**config.mk**
```make
export PLATFORM = sky130hd
export DESIGN_NAME = sprite_addr_calc
export DESIGN_NICKNAME = d
export VERILOG_FILES = /design/src/rtl/sprite_pkg.sv /design/src/rtl/sprite_axis_map.sv /design/src/rtl/sprite_addr_calc.sv
export SDC_FILE = /design/constraint.sdc
export NUM_CORES = 1
export LEC_CHECK = 0
export BUFFER_PORTS_ARGS = -buffer_cell sky130_fd_sc_hd__buf_2
export CELL_PAD_IN_SITES_DETAIL_PLACEMENT = 1
export CELL_PAD_IN_SITES_GLOBAL_PLACEMENT = 2
export CORE_MARGIN = 2
export CORE_UTILIZATION = 32
export CTS_CLUSTER_SIZE = 12
export DETAILED_ROUTE_END_ITERATION = 12
export PLACE_DENSITY_LB_ADDON = 0.1
export RECOVER_POWER = 100
export SYNTH_ARGS = -nofsm -noshare
export SYNTH_HDL_FRONTEND = slang
export SYNTH_SLANG_ARGS = --single-unit
```
**constraint.sdc**
```tcl
create_clock -name clk -period 0.8 [get_ports clk]
set_input_delay 0.16 -clock clk [delete_from_list [all_inputs] [get_ports clk]]
set_output_delay 0.16 -clock clk [all_outputs]
set_load 0.005 [all_outputs]
```
**src/rtl/sprite_pkg.sv**
```systemverilog
// Shared types and field positions for the sprite address pipeline.
// Latency: n/a (declarations only).
// Backpressure: n/a.
package sprite_pkg;

    localparam int ADDR_W    = 16;
    localparam int MAX_SHIFT = 3;
    localparam int FIELD_W   = 16;
    localparam int COORD_W   = 10;

    // Bit positions inside the flat 80-bit pattern descriptor
    localparam int PI_APPEND_LSB = 64;
    localparam int PI_RES_H_LSB  = 48;
    localparam int PI_RES_V_LSB  = 32;
    localparam int PI_ACT_H_LSB  = 16;
    localparam int PI_ACT_V_LSB  = 0;

    // Bit positions inside the flat 32-bit sprite instance descriptor
    localparam int SI_VISIBLE_BIT = 31;
    localparam int SI_FLIP_H_BIT  = 30;
    localparam int SI_X_LSB       = 20;
    localparam int SI_Y_LSB       = 10;
    localparam int SI_ATTR_LSB    = 0;

    typedef struct packed {
        logic [FIELD_W-1:0] append;
        logic [FIELD_W-1:0] res_h;
        logic [FIELD_W-1:0] res_v;
        logic [FIELD_W-1:0] act_h;
        logic [FIELD_W-1:0] act_v;
    } pattern_info_t;

    typedef struct packed {
        logic               visible;
        logic               flip_h;
        logic [COORD_W-1:0] x;
        logic [COORD_W-1:0] y;
        logic [COORD_W-1:0] attr;
    } sprite_info_t;

endpackage

```
**src/rtl/sprite_axis_map.sv**
```systemverilog
// One axis of the sprite mapping: range test, scale exponent and source coordinate.
// Latency: purely combinational.
// Backpressure: none.
module sprite_axis_map
    import sprite_pkg::*;
#(
    parameter int MAX_SHIFT = sprite_pkg::MAX_SHIFT
) (
    input  logic [COORD_W-1:0] pos_i,
    input  logic [COORD_W-1:0] origin_i,
    input  logic [FIELD_W-1:0] res_i,
    input  logic [FIELD_W-1:0] act_i,
    output logic               in_range_o,
    output logic [FIELD_W-1:0] coord_o,
    output logic               ratio_ok_o
);

    localparam int SHW = (MAX_SHIFT > 0) ? $clog2(MAX_SHIFT + 1) : 1;
    localparam int EXW = FIELD_W + MAX_SHIFT;

    logic [COORD_W-1:0] delta;
    logic [EXW-1:0]     res_ext;
    logic [EXW-1:0]     act_ext;
    logic [SHW-1:0]     shamt;
    logic               found;

    // Offset, range test and smallest power-of-two exponent mapping res onto act.
    // Shifts are done at extended width so a large res cannot wrap into a false match.
    always_comb begin
        delta   = pos_i - origin_i;
        res_ext = {{MAX_SHIFT{1'b0}}, res_i};
        act_ext = {{MAX_SHIFT{1'b0}}, act_i};
        found   = 1'b0;
        shamt   = '0;
        // Descending scan: the last hit is the smallest exponent.
        for (int k = MAX_SHIFT; k >= 0; k--) begin
            if ((res_ext << k) == act_ext) begin
                found = 1'b1;
                shamt = SHW'(k);
            end
        end
        in_range_o = (pos_i >= origin_i) &&
                     ({{(FIELD_W-COORD_W){1'b0}}, delta} < act_i);
        coord_o    = {{(FIELD_W-COORD_W){1'b0}}, delta} >> shamt;
        ratio_ok_o = found && (res_i != '0);
    end

endmodule

```
**src/rtl/sprite_addr_calc.sv**
```systemverilog
// Per-pixel sprite hit test and sprite-ROM address generation.
// Latency: 1 cycle, registered outputs.
// Backpressure: none; new inputs accepted every cycle.
module sprite_addr_calc
    import sprite_pkg::*;
#(
    parameter int ADDR_W    = sprite_pkg::ADDR_W,
    parameter int MAX_SHIFT = sprite_pkg::MAX_SHIFT
) (
    input  logic                clk,
    input  logic                reset,
    input  logic [79:0]         pattern_info,
    input  logic [31:0]         sprite_info,
    input  logic [COORD_W-1:0]  hcount,
    input  logic [COORD_W-1:0]  vcount,
    output logic [ADDR_W-1:0]   addr_output,
    output logic                valid
);

    pattern_info_t      pat;
    sprite_info_t       spr;

    logic               in_h, in_v;
    logic               ok_h, ok_v;
    logic [FIELD_W-1:0] col0, row, col;
    logic [31:0]        mul_full;
    logic [31:0]        sum_full;

    logic [ADDR_W-1:0]  addr_d, addr_q;
    logic               valid_d, valid_q;
    logic               unused_bits;

    assign pat = pattern_info;
    assign spr = sprite_info;

    sprite_axis_map #(.MAX_SHIFT(MAX_SHIFT)) u_axis_h (
        .pos_i      (hcount),
        .origin_i   (spr.x),
        .res_i      (pat.res_h),
        .act_i      (pat.act_h),
        .in_range_o (in_h),
        .coord_o    (col0),
        .ratio_ok_o (ok_h)
    );

    sprite_axis_map #(.MAX_SHIFT(MAX_SHIFT)) u_axis_v (
        .pos_i      (vcount),
        .origin_i   (spr.y),
        .res_i      (pat.res_v),
        .act_i      (pat.act_v),
        .in_range_o (in_v),
        .coord_o    (row),
        .ratio_ok_o (ok_v)
    );

    // Mirror the column, then row-major address into the pattern, wrapping at ADDR_W.
    always_comb begin
        col      = spr.flip_h ? (pat.res_h - 16'd1 - col0) : col0;
        mul_full = {16'd0, row} * {16'd0, pat.res_h};
        sum_full = {16'd0, pat.append} + mul_full + {16'd0, col};
        addr_d   = sum_full[ADDR_W-1:0];
        valid_d  = spr.visible & in_h & in_v & ok_h & ok_v;
    end

    // Attribute bits are carried in the descriptor but do not affect addressing.
    assign unused_bits = ^{spr.attr, sum_full[31:ADDR_W]};

    // Output registers; cleared asynchronously while reset is low.
    always_ff @(posedge clk or negedge reset) begin
        if (!reset) begin
            addr_q  <= '0;
            valid_q <= 1'b0;
        end else begin
            addr_q  <= addr_d;
            valid_q <= valid_d;
        end
    end

    assign addr_output = addr_q;
    assign valid       = valid_q;

endmodule

```
==> summary.md, run 1 <==
| Metric | Value |
|---|---|
| Yosys top cell by area | `fa_1` |
| Worst-Margin Slew | `463.0 ps` |
| Htree depth | `1` |
| DP HPWL | `27.95 mm` |
| Leak | `0.006485 uW` |
| Mapped Area | `9117 sq um` |
| Final setup margin | `-7153 ps` |
| CTS Sinks | `17` |
| M1 GR Usage | `29.82%` |
| Crit-path max FO | `4` |
| #FFs+latches synth | `17` |
| Sw Pwr | `30150 uW` |
| Max-Cap Viols | `0` |
| Yosys cell types | `67` |
| DRC Markers | `0` |
| Avg Cell Area, Syn | `8.141 sq um` |
| Slew margin rel. | `68.92%` |
| Root buffer cell | `clkbuf_16` |
| Initial antenna violation count | `0` |
| Diodes inserted | `0` |
| Clock Tree Buf Depth | `2` |
| Seq pwr share | `2.8%` |
| Power Density | `5110 nW/um^2` |
| Fmax | `125.7 MHz` |
| Final hold violations | `0` |
| Die X | `172.8 um` |
| Crit path required time | `930 ps` |
| WP data arrival | `8080 ps` |
| Post-synth EDFFs | `0` |
| Status | `complete, but fails checks` |
| Worst-path clk slew | `70 ps` |
| CP Capture Type | `flip-flop` |
| Internal Power | `36000 uW` |
| Register area share after synthesis | `4.666%` |
| IO Pins | `151` |
| CORE AREA | `27930 sq um` |
| Worst path max stage delay | `540 ps` |
| Commonest non-fill, non-tap cell in the layout | `buf_4` |
| Hold crit path type | `primary input to flip-flop` |
| Area contributors post-synth | `fa_1 (21%), ha_1 (15%), xnor2_1 (9.3%)` |
| Gpl congestion | `0.8974` |
| Ys flop type | `dfrtp_1` |
| Vias in the first global route | `9649` |
| Crit Path Class | `primary input to flip-flop` |
| Detail Route Antenna Nets | `0` |
| Syn. warnings | `0` |
| # rows | `61` |
| Total track usage | `21.62%` |
| Critical path's most frequent cell | `inv_2` |
| Clock network fraction of total power | `1.7%` |
| Commonest non-fill, non-tap cells in the layout | `buf_4 (269), inv_1 (198), buf_2 (135)` |
| 1st-iter DRT viols | `267` |
| Synth-to-Final Area Change | `41.98%` |
| WP buf/inv | `7` |
| Via/cell ratio | `4.709` |
| Setup Viol. Count Final | `34` |
| Largest net degree at the start of global routing | `20` |
| Logic gate share of total power | `95.5%` |
| Switching part of the total | `45.58%` |
| Num CTS Buffers | `3` |
| Worst path top cell family by delay | `adder cells` |
| Worst path depth | `37` |
| Minimum clock period after layout | `7953 ps` |
| Failing checks | `setup timing` |
| Share of layout cells above drive strength 1 | `38.51%` |
| Hold path depth | `2` |
| Met3 Use GR | `1.429%` |
| Number of detailed-route iterations in the first pass | `4` |
| Grt total ovfl | `0` |
| Initial core utilization | `32.64%` |
| Slowest CP cell | `fa_2` |
| Die H | `172.8 um` |
| Fin. max-slew vios | `0` |
| Final Cycle Share | `994.1%` |
| TritonCTS clock tree | `built` |
| Pwr Total | `66150 uW` |
| CP Launch Type | `primary input` |
| Fin cells | `1840` |
| Via count | `8664` |
| Syn nets | `1458` |
| WL final | `32.03 mm` |
| First-pass GRT wire length | `51.85 mm` |
| Peak VDD IR | `4.631 mV` |
| PortBufs | `140` |
| Ys async rst share | `100.0%` |
| Unrepaired setup endpoints after global routing | `true` |
| Setup TNS | `-93470 ps` |
| Post-Synthesis Cells | `1120` |
| Inst Count DP | `1827` |
| Fin nets | `1801` |
| Post-detailed-route wirelength per cell | `17.41 um` |
| Synth top area share | `21.30%` |
| Global route hottest layer | `met2` |
| Met2 usage | `38.45%` |
| Area of the die | `29860 sq um` |
Yosys cell counts (all sizes together) (3+ instances only):
master	number
buf	11
inv	212
and4	3
nor3	15
xor2	70
a2111oi	4
or2	3
o31ai	3
xnor2	97
a21oi	35
xnor3	3
nand2	85
nor2	25
nor2b	9
nand3b	3
o2111ai	3
a21boi	5
fa	97
a21o	7
and2	47
o21a	16
nand4	24
dfrtp	17
clkbuf	73
o21ai	17
mux4	5
mux2i	26
a31oi	6
or4	6
ha	107
nor4	26
nand3	5
nand2b	11
or3	5
maj3	3
o211ai	4
mux2	6
final cells by class:
| type | count | area (sq um) |
|---|---|---|
| clock buffer | 3 | 75.07 |
| clock inverter | 1 | 5.005 |
| fill | 3439 | 14990 |
| inverter | 212 | 795.8 |
| multi-input combinational | 807 | 8257 |
| sequential | 17 | 425.4 |
| tap | 378 | 473.0 |
| timing repair buffer | 422 | 2914 |
metrics by stage:
stage | hold slack [ps] | setup slack (ps) | instance area [sq um] | utilization [%]
3_5_place_dp | 151.9 | -7961 | 12250 | 43.85
4_1_cts | 213.3 | -7228 | 12790 | 45.80
3_3_place_gp | 148.7 | -7792 | 12250 | 43.85
2_1_floorplan | -135.6 | -7302 | 9369 | -
5_1_grt | 220.7 | -7531 | 12940 | 46.34
6_report | 198.7 | -7153 | 12940 | 46.34
worst paths after layout:
path	from	endpoint	slack [ps]
hold / removal	pattern_info[64]	addr_output[0]	200
setup / recovery	pattern_info[54]	addr_output[15]	-7150
max in group asynchronous	reset	addr_output[14]	140
min in group asynchronous	reset	addr_output[5]	430
state kept, by name, indices dropped and copies added, names as in the netlist:
name         flops
addr_output     16
valid            1
cells by family after synthesis:
group,share of synthesized area [%]
buf+inv,12.39
simple gates,15.84
fa+ha+maj,36.34
xor+xnor,17.04
compound gates,8.893
mux,4.830
flops,4.666
metal layers:
metal  share of wire, %  vias up
li1                   -     4238
met1                 47     4282
met2                 49      130
met5                  0        -
met3                2.7       14
met4               0.91        0
power groups by stage:
| stage | clock [uW] | combinational [uW] | sequential (uW) |
|---|---|---|---|
| 2_1_floorplan | 0 | 35600 | 1980 |
| 3_3_place_gp | 0 | 52200 | 1870 |
| 3_5_place_dp | 0 | 53200 | 1860 |
| 4_1_cts | 1180 | 61200 | 1850 |
| 5_1_grt | 1210 | 68400 | 1850 |
| 6_report | 1120 | 63200 | 1850 |
timing repair:
item                                    CTS  global route
resized for setup                        81            41
hold endpoints to repair                 17             0
hold buffers                              1             0
pin swaps                                51            43
endpoints found under the setup margin   34            34
gates cloned                              0             0
setup buffers                            15             2
(Power assumes the default switching activity.)
==> run 2: changes to the inputs <==
Settings changed: CORE_ASPECT_RATIO from default to 1.75, HOLD_SLACK_MARGIN from default to 0.1.
==> summary.md, run 2 (synthesis gave the netlist of run 1 again) <==
| Metric | Value |
|---|---|
| Finished Cell Area | `13270 sq um (+2.5%)` |
| Hold WS | `178.3 ps (-20.42 ps)` |
| Commonest non-fill, non-tap cells in the layout | `buf_4 (280), inv_1 (200), buf_2 (135)` |
| Power Density | `4957 nW/um^2 (-3.0%)` |
| Fillers | `3371 (-2.0%)` |
| First-pass GRT wire length | `53.42 mm (+3.0%)` |
| Unrepaired setup endpoints after global routing | `true` |
| Clock Tree Buf Depth | `2 (unchanged)` |
| Core Util, Final | `47.45% (+1.1 points)` |
| Crit-path max FO | `5 (+1)` |
| IO Pins | `151 (unchanged)` |
| Root buffer cell | `clkbuf_16` |
| Post-detailed-route wirelength per cell | `18.08 um (+3.9%)` |
| Initial core utilization | `32.60% (-0.044 points)` |
| Crit Path Class | `primary input to flip-flop` |
| Via count | `8946 (+3.3%)` |
| Max reg flops | `16 (unchanged)` |
| CP Capture Type | `flip-flop` |
| TritonCTS clock tree | `built` |
| Fmax | `121.6 MHz (-3.3%)` |
| DRC Markers | `0 (unchanged)` |
| Vias in the first global route | `10310 (+6.9%)` |
| WP data arrival | `8350 ps (+270 ps)` |
| Final setup margin | `-7425 ps (-271.4 ps)` |
| PortBufs | `140 (unchanged)` |
| Slew margin rel. | `69.47% (+0.55 points)` |
| Peak VDD IR | `6.828 mV (+47%)` |
| Detail Route Antenna Nets | `0 (unchanged)` |
| Die H | `227.3 um (+32%)` |
| Fin. max-slew vios | `0 (unchanged)` |
| Share of layout cells above drive strength 1 | `39.45% (+0.94 points)` |
| Synth-to-Final Area Change | `45.56%` |
| Crit path required time | `930 ps (about the same)` |
| Initial antenna violation count | `2 (+2)` |
| 1st-iter DRT viols | `161 (-40%)` |
| Placed Area | `12410 sq um (+1.3%)` |
| Commonest non-fill, non-tap cell in the layout | `buf_4` |
| Status | `complete, but fails checks` |
| Fin nets | `1827 (+1.4%)` |
| # rows | `81 (+33%)` |
| Pwr Total | `65790 uW (-0.55%)` |
| Max-Cap Viols | `0 (unchanged)` |
| Final hold violations | `0 (unchanged)` |
| CP Launch Type | `primary input` |
| Htree depth | `1 (unchanged)` |
| DP HPWL | `29.86 mm (+6.9%)` |
| Die X | `131.6 um (-24%)` |
| Slowest CP cell | `or4_4` |
| Gpl congestion | `0.9045 (+0.79%)` |
| Worst-Margin Slew | `453.9 ps (-9.124 ps)` |
| Failing checks | `setup timing` |
| Area of the die | `29910 sq um (+0.18%)` |
| Number of detailed-route iterations in the first pass | `4 (unchanged)` |
| Setup TNS | `-93930 ps (-456.3 ps)` |
| Critical path's most frequent cell | `fa_1` |
| Hold crit path type | `primary input to flip-flop` |
| Grt total ovfl | `0 (unchanged)` |
| Setup Viol. Count Final | `34 (unchanged)` |
| CORE AREA | `27970 sq um (+0.13%)` |
| Hold path depth | `2 (unchanged)` |
| CTS Sinks | `17 (unchanged)` |
| Final Cycle Share | `1028% (+34 points)` |
| Total track usage | `23.00% (+1.4 points)` |
| Minimum clock period after layout | `8225 ps (+271.4 ps)` |
| Via/cell ratio | `4.807 (+2.1%)` |
| WL final | `33.65 mm (+5.1%)` |
| Worst path max stage delay | `600 ps (+60 ps)` |
| Largest net degree at the start of global routing | `18 (-10%)` |
| Leak | `0.006642 uW (+2.4%)` |
| Worst-path clk slew | `50 ps (-20 ps)` |
| Num CTS Buffers | `3 (unchanged)` |
| Diodes inserted | `0 (unchanged)` |
[run 2: repair_timing]
action | in CTS | in global routing
pin swaps | 48 | 52
setup buffers | 18 | 12
setup endpoints to repair | 34 | 34
endpoints found under the hold margin | 17 | 0
hold buffers | 1 | 0
gates resized for setup | 67 | 78
[run 2: metal layers]
| metal | up-vias | part of all wire, % | track usage, % | wire length [um] |
|---|---|---|---|---|
| li1 | 4303 | - | - | - |
| met1 | 4412 | 34 | 21.58 | 11480 |
| met2 | 165 | 60 | 50.11 | 20070 |
| met3 | 64 | 2.1 | 1.492 | 709 |
| met4 | 2 | 4.1 | 9.116 | 1383 |
| met5 | - | 0.021 | 0 | 7 |
[run 2: final cells by class]
class,instances,area [sq um],share of cell area (%)
clock buffers,4,78.83,0.5939
inverters,212,795.8,5.996
multi-input cells,807,8300,62.54
flip-flops and latches,17,425.4,3.205
well taps,373,466.7,3.517
repair buffers,448,3204,24.14
[run 2: metrics by stage]
step	setup WS [ps]	std cells
final	-7425	1861
after global routing	-7666	1861
after CTS	-7493	1859
after detailed placement	-8061	1836
after global placement	-7961	1836
after floorplan	-7302	1120
[run 2: critical path, delay by kind of cell]
kind | cells | cell delay (ps)
AOI/OAI and AO/OA | 10 | 1670
xor gates and xnor gates | 4 | 820
adders and majority gates | 9 | 3480
buffers and inverters | 7 | 640
muxes | 1 | 460
and+or+nand+nor | 4 | 1130
[run 2: worst paths after layout]
check | start | to
setup / recovery | pattern_info[54] | addr_output[15]
max in group asynchronous | reset | addr_output[15]
hold / removal | pattern_info[64] | addr_output[0]
min in group asynchronous | reset | addr_output[5]
[run 2: where the power goes]
group	total [uW]	switching [uW]	internal, uW
registers	1860	90.5	1770
clock network	1070	393	680
logic	62900	29800	33100
